[src/rtl/aurora_simplex_tx_ctrl_if.sv]
// AXI-stream handshake bundle between the frame source and the simplex TX controller.
// master: source (drives valid/last, sees ready); slave: controller (drives ready).
interface aurora_simplex_tx_ctrl_if;
   logic axi_valid;
   logic axi_last;
   logic axi_ready;

   modport master (
      output axi_valid,
      output axi_last,
      input  axi_ready
   );

   modport slave (
      input  axi_valid,
      input  axi_last,
      output axi_ready
   );
endinterface

[src/rtl/aurora_simplex_tx_ctrl.sv]
// Aurora simplex TX sequencing controller: init FSM, CC scheduling, block/lane select.
// Ports: clk/rst, lane config + tx_enable in, AXI handshake (axi), status flags,
//        lane_en, blk_sel, config_err, frame_cnt out.
module aurora_simplex_tx_ctrl #(
   parameter int MAX_LINKS     = 2,
   parameter int RESET_CYCLES  = 16,
   parameter int ALIGN_CYCLES  = 64,
   parameter int BOND_CYCLES   = 32,
   parameter int VERIFY_CYCLES = 64,
   parameter int CC_PERIOD     = 5000,
   parameter int CC_LEN        = 3,
   parameter int FRAME_CNT_W   = 16
) (
   input  logic                   clk,
   input  logic                   rst,
   input  logic                   single_lane,
   input  logic [MAX_LINKS-1:0]   lane_select,
   input  logic                   tx_enable,
   aurora_simplex_tx_ctrl_if.slave axi,
   output logic                   simplex_reset,
   output logic                   simplex_aligned,
   output logic                   simplex_bonded,
   output logic                   simplex_verified,
   output logic [MAX_LINKS-1:0]   lane_en,
   output logic [1:0]             blk_sel,
   output logic                   config_err,
   output logic [FRAME_CNT_W-1:0] frame_cnt
);

   localparam logic [1:0] BLK_IDLE = 2'd0;
   localparam logic [1:0] BLK_DATA = 2'd1;
   localparam logic [1:0] BLK_CC   = 2'd2;

   localparam int M1 = (RESET_CYCLES > ALIGN_CYCLES) ? RESET_CYCLES : ALIGN_CYCLES;
   localparam int M2 = (BOND_CYCLES > VERIFY_CYCLES) ? BOND_CYCLES : VERIFY_CYCLES;
   localparam int CNT_MAX = (M1 > M2) ? M1 : M2;
   localparam int CNT_W = $clog2(CNT_MAX + 1);
   localparam int CC_W  = $clog2(CC_PERIOD);
   localparam int CCL_W = $clog2(CC_LEN + 1);

   typedef enum logic [2:0] {
      S_RESET,
      S_ALIGN,
      S_BOND,
      S_VERIFY,
      S_READY
   } state_e;

   state_e               state_q, state_d;
   logic [CNT_W-1:0]     cnt_q;
   logic                 cfg_single_q;
   logic [MAX_LINKS-1:0] cfg_sel_q;
   logic [CC_W-1:0]      cc_cnt_q;
   logic [CCL_W-1:0]     cc_left_q;
   logic                 reset_q;
   logic                 aligned_q;
   logic                 bonded_q;
   logic                 verified_q;
   logic [FRAME_CNT_W-1:0] frame_q;

   logic cfg_ok;
   logic onehot;
   logic abort;
   logic rst_done;
   logic cc_wrap;
   logic cc_active;
   logic rdy;
   logic xfer;

   always_comb begin
      onehot = (lane_select != '0) &&
               ((lane_select & (lane_select - MAX_LINKS'(1))) == '0);
      cfg_ok = !single_lane || onehot;
      // Any change of the latched lane config while up forces a re-init.
      abort = (state_q != S_RESET) &&
              (!tx_enable ||
               (single_lane != cfg_single_q) ||
               (lane_select != cfg_sel_q));
      rst_done  = (cnt_q == CNT_W'(RESET_CYCLES - 1));
      cc_wrap   = (cc_cnt_q == CC_W'(CC_PERIOD - 1));
      cc_active = (cc_left_q != '0);
      rdy       = (state_q == S_READY) && !cc_active;
      xfer      = axi.axi_valid && rdy;

      state_d = state_q;
      unique case (state_q)
         S_RESET:
            if (rst_done && tx_enable && cfg_ok)
               state_d = S_ALIGN;
         S_ALIGN:
            if (cnt_q == CNT_W'(ALIGN_CYCLES - 1))
               state_d = cfg_single_q ? S_VERIFY : S_BOND;
         S_BOND:
            if (cnt_q == CNT_W'(BOND_CYCLES - 1))
               state_d = S_VERIFY;
         S_VERIFY:
            if (cnt_q == CNT_W'(VERIFY_CYCLES - 1))
               state_d = S_READY;
         S_READY:
            state_d = S_READY;
         default:
            state_d = S_RESET;
      endcase
      if (abort)
         state_d = S_RESET;
   end

   always_ff @(posedge clk) begin
      if (rst) begin
         state_q      <= S_RESET;
         cnt_q        <= '0;
         cfg_single_q <= 1'b0;
         cfg_sel_q    <= '0;
         cc_cnt_q     <= '0;
         cc_left_q    <= '0;
         reset_q      <= 1'b1;
         aligned_q    <= 1'b0;
         bonded_q     <= 1'b0;
         verified_q   <= 1'b0;
         frame_q      <= '0;
      end else begin
         state_q <= state_d;

         // Count saturates in S_RESET and is meaningless in S_READY.
         if (state_d != state_q)
            cnt_q <= '0;
         else if (!(state_q == S_RESET && rst_done) && state_q != S_READY)
            cnt_q <= cnt_q + CNT_W'(1);

         if (state_q == S_RESET && state_d == S_ALIGN) begin
            cfg_single_q <= single_lane;
            cfg_sel_q    <= lane_select;
         end

         reset_q    <= (state_d == S_RESET);
         aligned_q  <= (state_d != S_RESET);
         bonded_q   <= (state_d == S_BOND) || (state_d == S_VERIFY) ||
                       (state_d == S_READY);
         verified_q <= (state_d == S_VERIFY) || (state_d == S_READY);

         // Abort wins over a coincident CC wrap.
         if (abort || state_q == S_RESET) begin
            cc_cnt_q  <= '0;
            cc_left_q <= '0;
         end else begin
            cc_cnt_q <= cc_wrap ? '0 : cc_cnt_q + CC_W'(1);
            if (cc_wrap)
               cc_left_q <= CCL_W'(CC_LEN);
            else if (cc_active)
               cc_left_q <= cc_left_q - CCL_W'(1);
         end

         if (xfer && axi.axi_last)
            frame_q <= frame_q + FRAME_CNT_W'(1);
      end
   end

   always_comb begin
      axi.axi_ready    = rdy;
      simplex_reset    = reset_q;
      simplex_aligned  = aligned_q;
      simplex_bonded   = bonded_q;
      simplex_verified = verified_q;
      config_err       = !cfg_ok;
      frame_cnt        = frame_q;
      lane_en          = '0;
      if (state_q != S_RESET)
         lane_en = cfg_single_q ? cfg_sel_q : '1;
      blk_sel = BLK_IDLE;
      if (cc_active)
         blk_sel = BLK_CC;
      else if (xfer)
         blk_sel = BLK_DATA;
   end

endmodule

[src/flat_wrapper.sv]
// flat-port wrapper written by rule: the top's interface ports become plain ports
module aurora_simplex_tx_ctrl_flat 
#(
   parameter int MAX_LINKS     = 2,
   parameter int RESET_CYCLES  = 16,
   parameter int ALIGN_CYCLES  = 64,
   parameter int BOND_CYCLES   = 32,
   parameter int VERIFY_CYCLES = 64,
   parameter int CC_PERIOD     = 5000,
   parameter int CC_LEN        = 3,
   parameter int FRAME_CNT_W   = 16
)
  (clk, rst, single_lane, lane_select, tx_enable, simplex_reset, simplex_aligned, simplex_bonded, simplex_verified, lane_en, blk_sel, config_err, frame_cnt, axi_axi_valid, axi_axi_last, axi_axi_ready);
  aurora_simplex_tx_ctrl_if axi_i ();
  input  logic clk;
  input  logic rst;
  input  logic single_lane;
  input  logic [MAX_LINKS-1:0] lane_select;
  input  logic tx_enable;
  output logic simplex_reset;
  output logic simplex_aligned;
  output logic simplex_bonded;
  output logic simplex_verified;
  output logic [MAX_LINKS-1:0] lane_en;
  output logic [1:0] blk_sel;
  output logic config_err;
  output logic [FRAME_CNT_W-1:0] frame_cnt;
  input wire logic [$bits(axi_i.axi_valid)-1:0] axi_axi_valid;
  input wire logic [$bits(axi_i.axi_last)-1:0] axi_axi_last;
  output wire logic [$bits(axi_i.axi_ready)-1:0] axi_axi_ready;
  assign axi_i.axi_valid = axi_axi_valid;
  assign axi_i.axi_last = axi_axi_last;
  assign axi_axi_ready = axi_i.axi_ready;
  aurora_simplex_tx_ctrl #(.MAX_LINKS(MAX_LINKS), .RESET_CYCLES(RESET_CYCLES), .ALIGN_CYCLES(ALIGN_CYCLES), .BOND_CYCLES(BOND_CYCLES), .VERIFY_CYCLES(VERIFY_CYCLES), .CC_PERIOD(CC_PERIOD), .CC_LEN(CC_LEN), .FRAME_CNT_W(FRAME_CNT_W)) u_core (.clk(clk), .rst(rst), .single_lane(single_lane), .lane_select(lane_select), .tx_enable(tx_enable), .axi(axi_i), .simplex_reset(simplex_reset), .simplex_aligned(simplex_aligned), .simplex_bonded(simplex_bonded), .simplex_verified(simplex_verified), .lane_en(lane_en), .blk_sel(blk_sel), .config_err(config_err), .frame_cnt(frame_cnt));
endmodule
[config.mk]
export PLATFORM = sky130hd
export DESIGN_NAME = aurora_simplex_tx_ctrl_flat
export DESIGN_NICKNAME = d
export VERILOG_FILES = /design/src/rtl/aurora_simplex_tx_ctrl_if.sv /design/src/rtl/aurora_simplex_tx_ctrl.sv /design/src/flat_wrapper.sv
export SDC_FILE = /design/constraint.sdc
export NUM_CORES = 1
export LEC_CHECK = 0
export CORE_UTILIZATION = 54
export CTS_BUF_LIST = sky130_fd_sc_hd__clkbuf_4 sky130_fd_sc_hd__clkbuf_8 sky130_fd_sc_hd__clkbuf_16
export DETAILED_ROUTE_END_ITERATION = 8
export PLACE_DENSITY_LB_ADDON = 0.15
export SLEW_MARGIN = 20
export SYNTH_ARGS = -nofsm -noshare
export SYNTH_HDL_FRONTEND = slang
export SYNTH_SLANG_ARGS = --single-unit
export TNS_END_PERCENT = 20
[constraint.sdc]
create_clock -name clk -period 2.18 [get_ports clk]
set_input_delay 0.218 -clock clk [delete_from_list [all_inputs] [get_ports clk]]
set_output_delay 0.218 -clock clk [all_outputs]
set_load 0.02 [all_outputs]
==> results.env <==
STATUS='finished clean'
GRT_PASS1_VIAS=1734
TIMING.FMAX_GHz=0.475
FINAL_NETS=307
WORSTMARGINPINSLEW_NS=0.376
BUSIEST_METAL_LAYER_AFTER_GLOBAL_ROUTING='met2'
SETUP_TNS_NS=0
POSTSYNTH.ASYNCRESETSHARE_PCT=0
TIMING.FINAL.MAX_SLEW_VIOLATIONS=0
YS.WARNINGS.COUNT=0
DRT_WL_TOTAL_MM=4.45
AVGSYNTHCELLAREA_SQ_UM=8.77
DETAIL_ROUTE.WL_PER_CELL_MICRONS=12.8
POWER.STATIC_LEAKAGE_nW=1.02
AREA_GROWTH_FROM_SYNTHESIS_TO_LAYOUT_PCT=19.8
SYNTHESIS.INSTANCES=263
WORST_SETUP_PATH_START_KIND='flip-flop'
FINCLKSKEW_NS=0.00832
DIE_HEIGHT_MICRONS=67.3
POST-ROUTE-DRC-COUNT=0
GRT_USE_MET3_PCT=7.26
PLACE_WORST_SETUP_SLACK_NS=0.185
SYNTHESIZED_NET_COUNT=275
FINAL.PERIOD_UTILIZATION_PCT=96.6
VIA_PER_INST=5.38
GRT_FIRST_PASS_WIRELENGTH_MM=7.58
CTS_NUM_SINKS=48
SYNTH_ENABLE_FLOP_CELLS=0
NUM_ANTENNA_CELLS=0
FIN_CRIT_NS=2.11
GRT_ANTENNA_BEFORE_REPAIR=0
PLACEMENT_ROWS=23
TIMING.SLEW.HEADROOM_PCT=74.9
CTS-BUFFERS-INSERTED=5
CP_DATA_ARRIVAL_TIME_NS=1.89
CORE_REGION_AREA_SQ_MM=0.00406
GP_CONGESTION=0.868
MIN_DELAY_PATH_CLASS='flip-flop to flip-flop'
DRT-INITIAL-DRC-COUNT=92
FLOORPLAN.INITIALDENSITY_PCT=56.8
IOS=34
FINALSETUPVIOLCOUNT=0
MAX_CAP_VIOL_COUNT=0
ENDPOINT_TYPE_OF_THE_WORST_SETUP_PATH='output pin'
GROUTE.LAYER.MET1.USAGE_PCT=29.1
CLK_LATENCY_NS=0.30
SYNTHDISTINCTLIBCELLS=44
WORST_IR_DROP_VDD_V=0.000301
TIMING.FINAL.WS_SETUP_NS=0.0743
POSTROUTEANTENNANETS=0
P_PER_AREA_mW_PER_MM2=547
YS_DOMINANT_REG_CELL='sky130_fd_sc_hd__dfxtp_1'
DRIVE_GT1_SHARE_PCT=8.45
CTS_HTREE_LEVELS=2
POST_SYNTHESIS_SEQUENTIAL_AREA_RATIO_PCT=41.7
YS_FF_LATCH=48
CTS_POST_SETUP_BUFFERS_INSERTED=0
BUFFER_PORTS.INSERTED=33
DRT-PASS1-ITER-COUNT=6
REG2REG_FROM='u_core.cnt_q[0]'
DIE_WIDTH_MICRONS=67.3
CRIT_START='u_core.state_q[1]'
DPL.HPWL_MM=3.16
WORST_EP_REQUIRED_TIME_NS=1.96
WORST_HOLD_STARTPOINT='u_core.cc_cnt_q[0]'
SYN_AREA_SQ_MM=0.00231
GR-TOTAL-OVERFLOW=0
PIN_COUNT_OF_THE_BIGGEST_NET_ENTERING_GLOBAL_ROUTING=24
TIMING.FINAL.HOLD_VIOLATIONS=0
DETAILROUTE.VIA_COUNT=1863
CRITICAL_PATH.CELL_CHAIN='nor3_2 > a21oi_1 > clkdlybuf4s50_1'
WORST-SETUP-PATH-TYPE='flip-flop to output pin'
CRITPATHMAXFANOUT=8
FLOORPLAN.DIE_AREA_SQ_MM=0.00454
SLOWEST_DELAY_NS=0.66
GRT_USE_TOTAL_PCT=22.5
CTS_TREE='done'
MAX-CLOCK-PATH-BUFFERS=2
SLOWEST_STAGE='sky130_fd_sc_hd__clkdlybuf4s50_1'
USE_MET2_PCT=33.4
RSZ0062_AT_GRT='no'
CLKTRANSATPATHREGS_NS=0.09
CTS-ROOT-BUF='sky130_fd_sc_hd__clkbuf_8'
-- logic make-up (layout without fill, tap and decap cells) --
| logic type | after synthesis | after routing | synth area share (%) |
|---|---|---|---|
| compound gates | 22 | 22 | 6.46 |
| xor+xnor | 36 | 36 | 13.7 |
| fa+ha+maj | 4 | 4 | 2.17 |
| buf+inv | 24 | 57 | 4.88 |
| flops | 48 | 48 | 41.7 |
| mux | 7 | 7 | 3.15 |
| simple gates | 122 | 122 | 28.0 |
-- sequential cells by signal (all words and copies together), names as in the netlist, 2 cells and up --
| register | cells |
|---|---|
| u_core.cfg_sel_q | 2 |
| u_core.state_q | 3 |
| u_core.cc_cnt_q | 13 |
| u_core.frame_cnt | 16 |
| u_core.cnt_q | 7 |
| u_core.cc_left_q | 2 |
-- per-stage QoR --
step / hold WS (ns) / utilization [%] / total power [W] / cell area, sq um / instances
after floorplan: 0.362 / - / 0.000936 / 2310 / 263
after global placement: 0.430 / 65.5 / 0.000963 / 2660 / 338
after detailed placement: 0.440 / 65.5 / 0.000965 / 2660 / 338
after CTS: 0.460 / 67.9 / 0.00153 / 2760 / 346
after global routing: 0.472 / 68.1 / 0.00157 / 2760 / 346
final: 0.453 / 68.1 / 0.00151 / 2760 / 346
-- synthesized netlist by cell type (3+ instances only) --
master	count	area [sq um]
sky130_fd_sc_hd__nand3_1	13	65.1
sky130_fd_sc_hd__mux2i_1	5	50.1
sky130_fd_sc_hd__inv_1	12	45.0
sky130_fd_sc_hd__xnor2_1	20	175
sky130_fd_sc_hd__ha_1	4	50.1
sky130_fd_sc_hd__and3_1	4	25.0
sky130_fd_sc_hd__o21ai_0	3	15.0
sky130_fd_sc_hd__and2_1	5	31.3
sky130_fd_sc_hd__nand4_1	10	62.6
sky130_fd_sc_hd__a21oi_1	9	45.0
sky130_fd_sc_hd__dfxtp_1	48	961
sky130_fd_sc_hd__nand2_1	16	60.1
sky130_fd_sc_hd__clkbuf_1	5	18.8
sky130_fd_sc_hd__xor2_1	16	140
sky130_fd_sc_hd__nor4_1	8	50.1
sky130_fd_sc_hd__nor2_1	42	158
sky130_fd_sc_hd__nor3_1	7	35.0
sky130_fd_sc_hd__buf_2	3	15.0
-- repair_timing --
| item | in CTS | in global routing |
|---|---|---|
| hold endpoints to repair | 0 | 0 |
| setup endpoints to repair | 0 | 2 |
| gates resized for setup | 0 | 2 |
| hold buffers | 0 | 0 |
-- critical path, delay by kind of cell, from the launching register on --
kind	cells	cell delay [ns]
buffers and inverters	1	0.66
DFF	1	0.53
AOI/OAI and AO/OA	1	0.25
and+or+nand+nor	1	0.14
-- path summary, 6_finish.rpt --
path	slack, ns	cells after the start	end
max	0.07	3	lane_en[0]
min	0.45	1	u_core.cc_cnt_q[0]
max reg2reg	0.18	6	u_core.cnt_q[1]
min reg2reg	0.45	1	u_core.cc_cnt_q[0]
-- layout make-up --
type	count	area, sq um
clock buffer	7	90.1
clock inverter	1	7.51
fill	348	1290
inverter	13	48.8
multi-input combinational	191	1240
sequential	48	961
tap	50	62.6
timing repair buffer	36	355
-- cells in the final DEF (no fill, tap or decap), drive strengths merged, types with 2 or more instances in the layout --
cell type | synthesis | layout
nor2 | 42 | 42
or3 | 4 | 4
dfxtp | 48 | 48
clkbuf | 5 | 7
nor3b | 2 | 2
clkdlybuf4s50 | 0 | 32
inv | 12 | 12
mux2i | 5 | 5
nand3 | 13 | 13
xor2 | 16 | 16
and2 | 7 | 7
nor2b | 2 | 2
ha | 4 | 4
nand2 | 16 | 16
nor3 | 7 | 7
and3 | 4 | 4
buf | 6 | 3
mux2 | 2 | 2
or4 | 2 | 2
o21ai | 4 | 4
a21oi | 9 | 9
xnor2 | 20 | 20
nor4 | 8 | 8
nand4 | 11 | 11
-- layer usage --
layer  vias up  routed length, microns
met5         -                       0
met4         0                      80
met3         9                     292
met2        57                    1920
met1       838                    2150
li1        959                       -
-- report_power, final --
group          internal, W  switching, W  total [W]
Combinational    0.0000286     0.0000300  0.0000585
Sequential        0.000881    0.00000606   0.000887
Clock             0.000271      0.000296   0.000566
(Power assumes the default switching activity.)
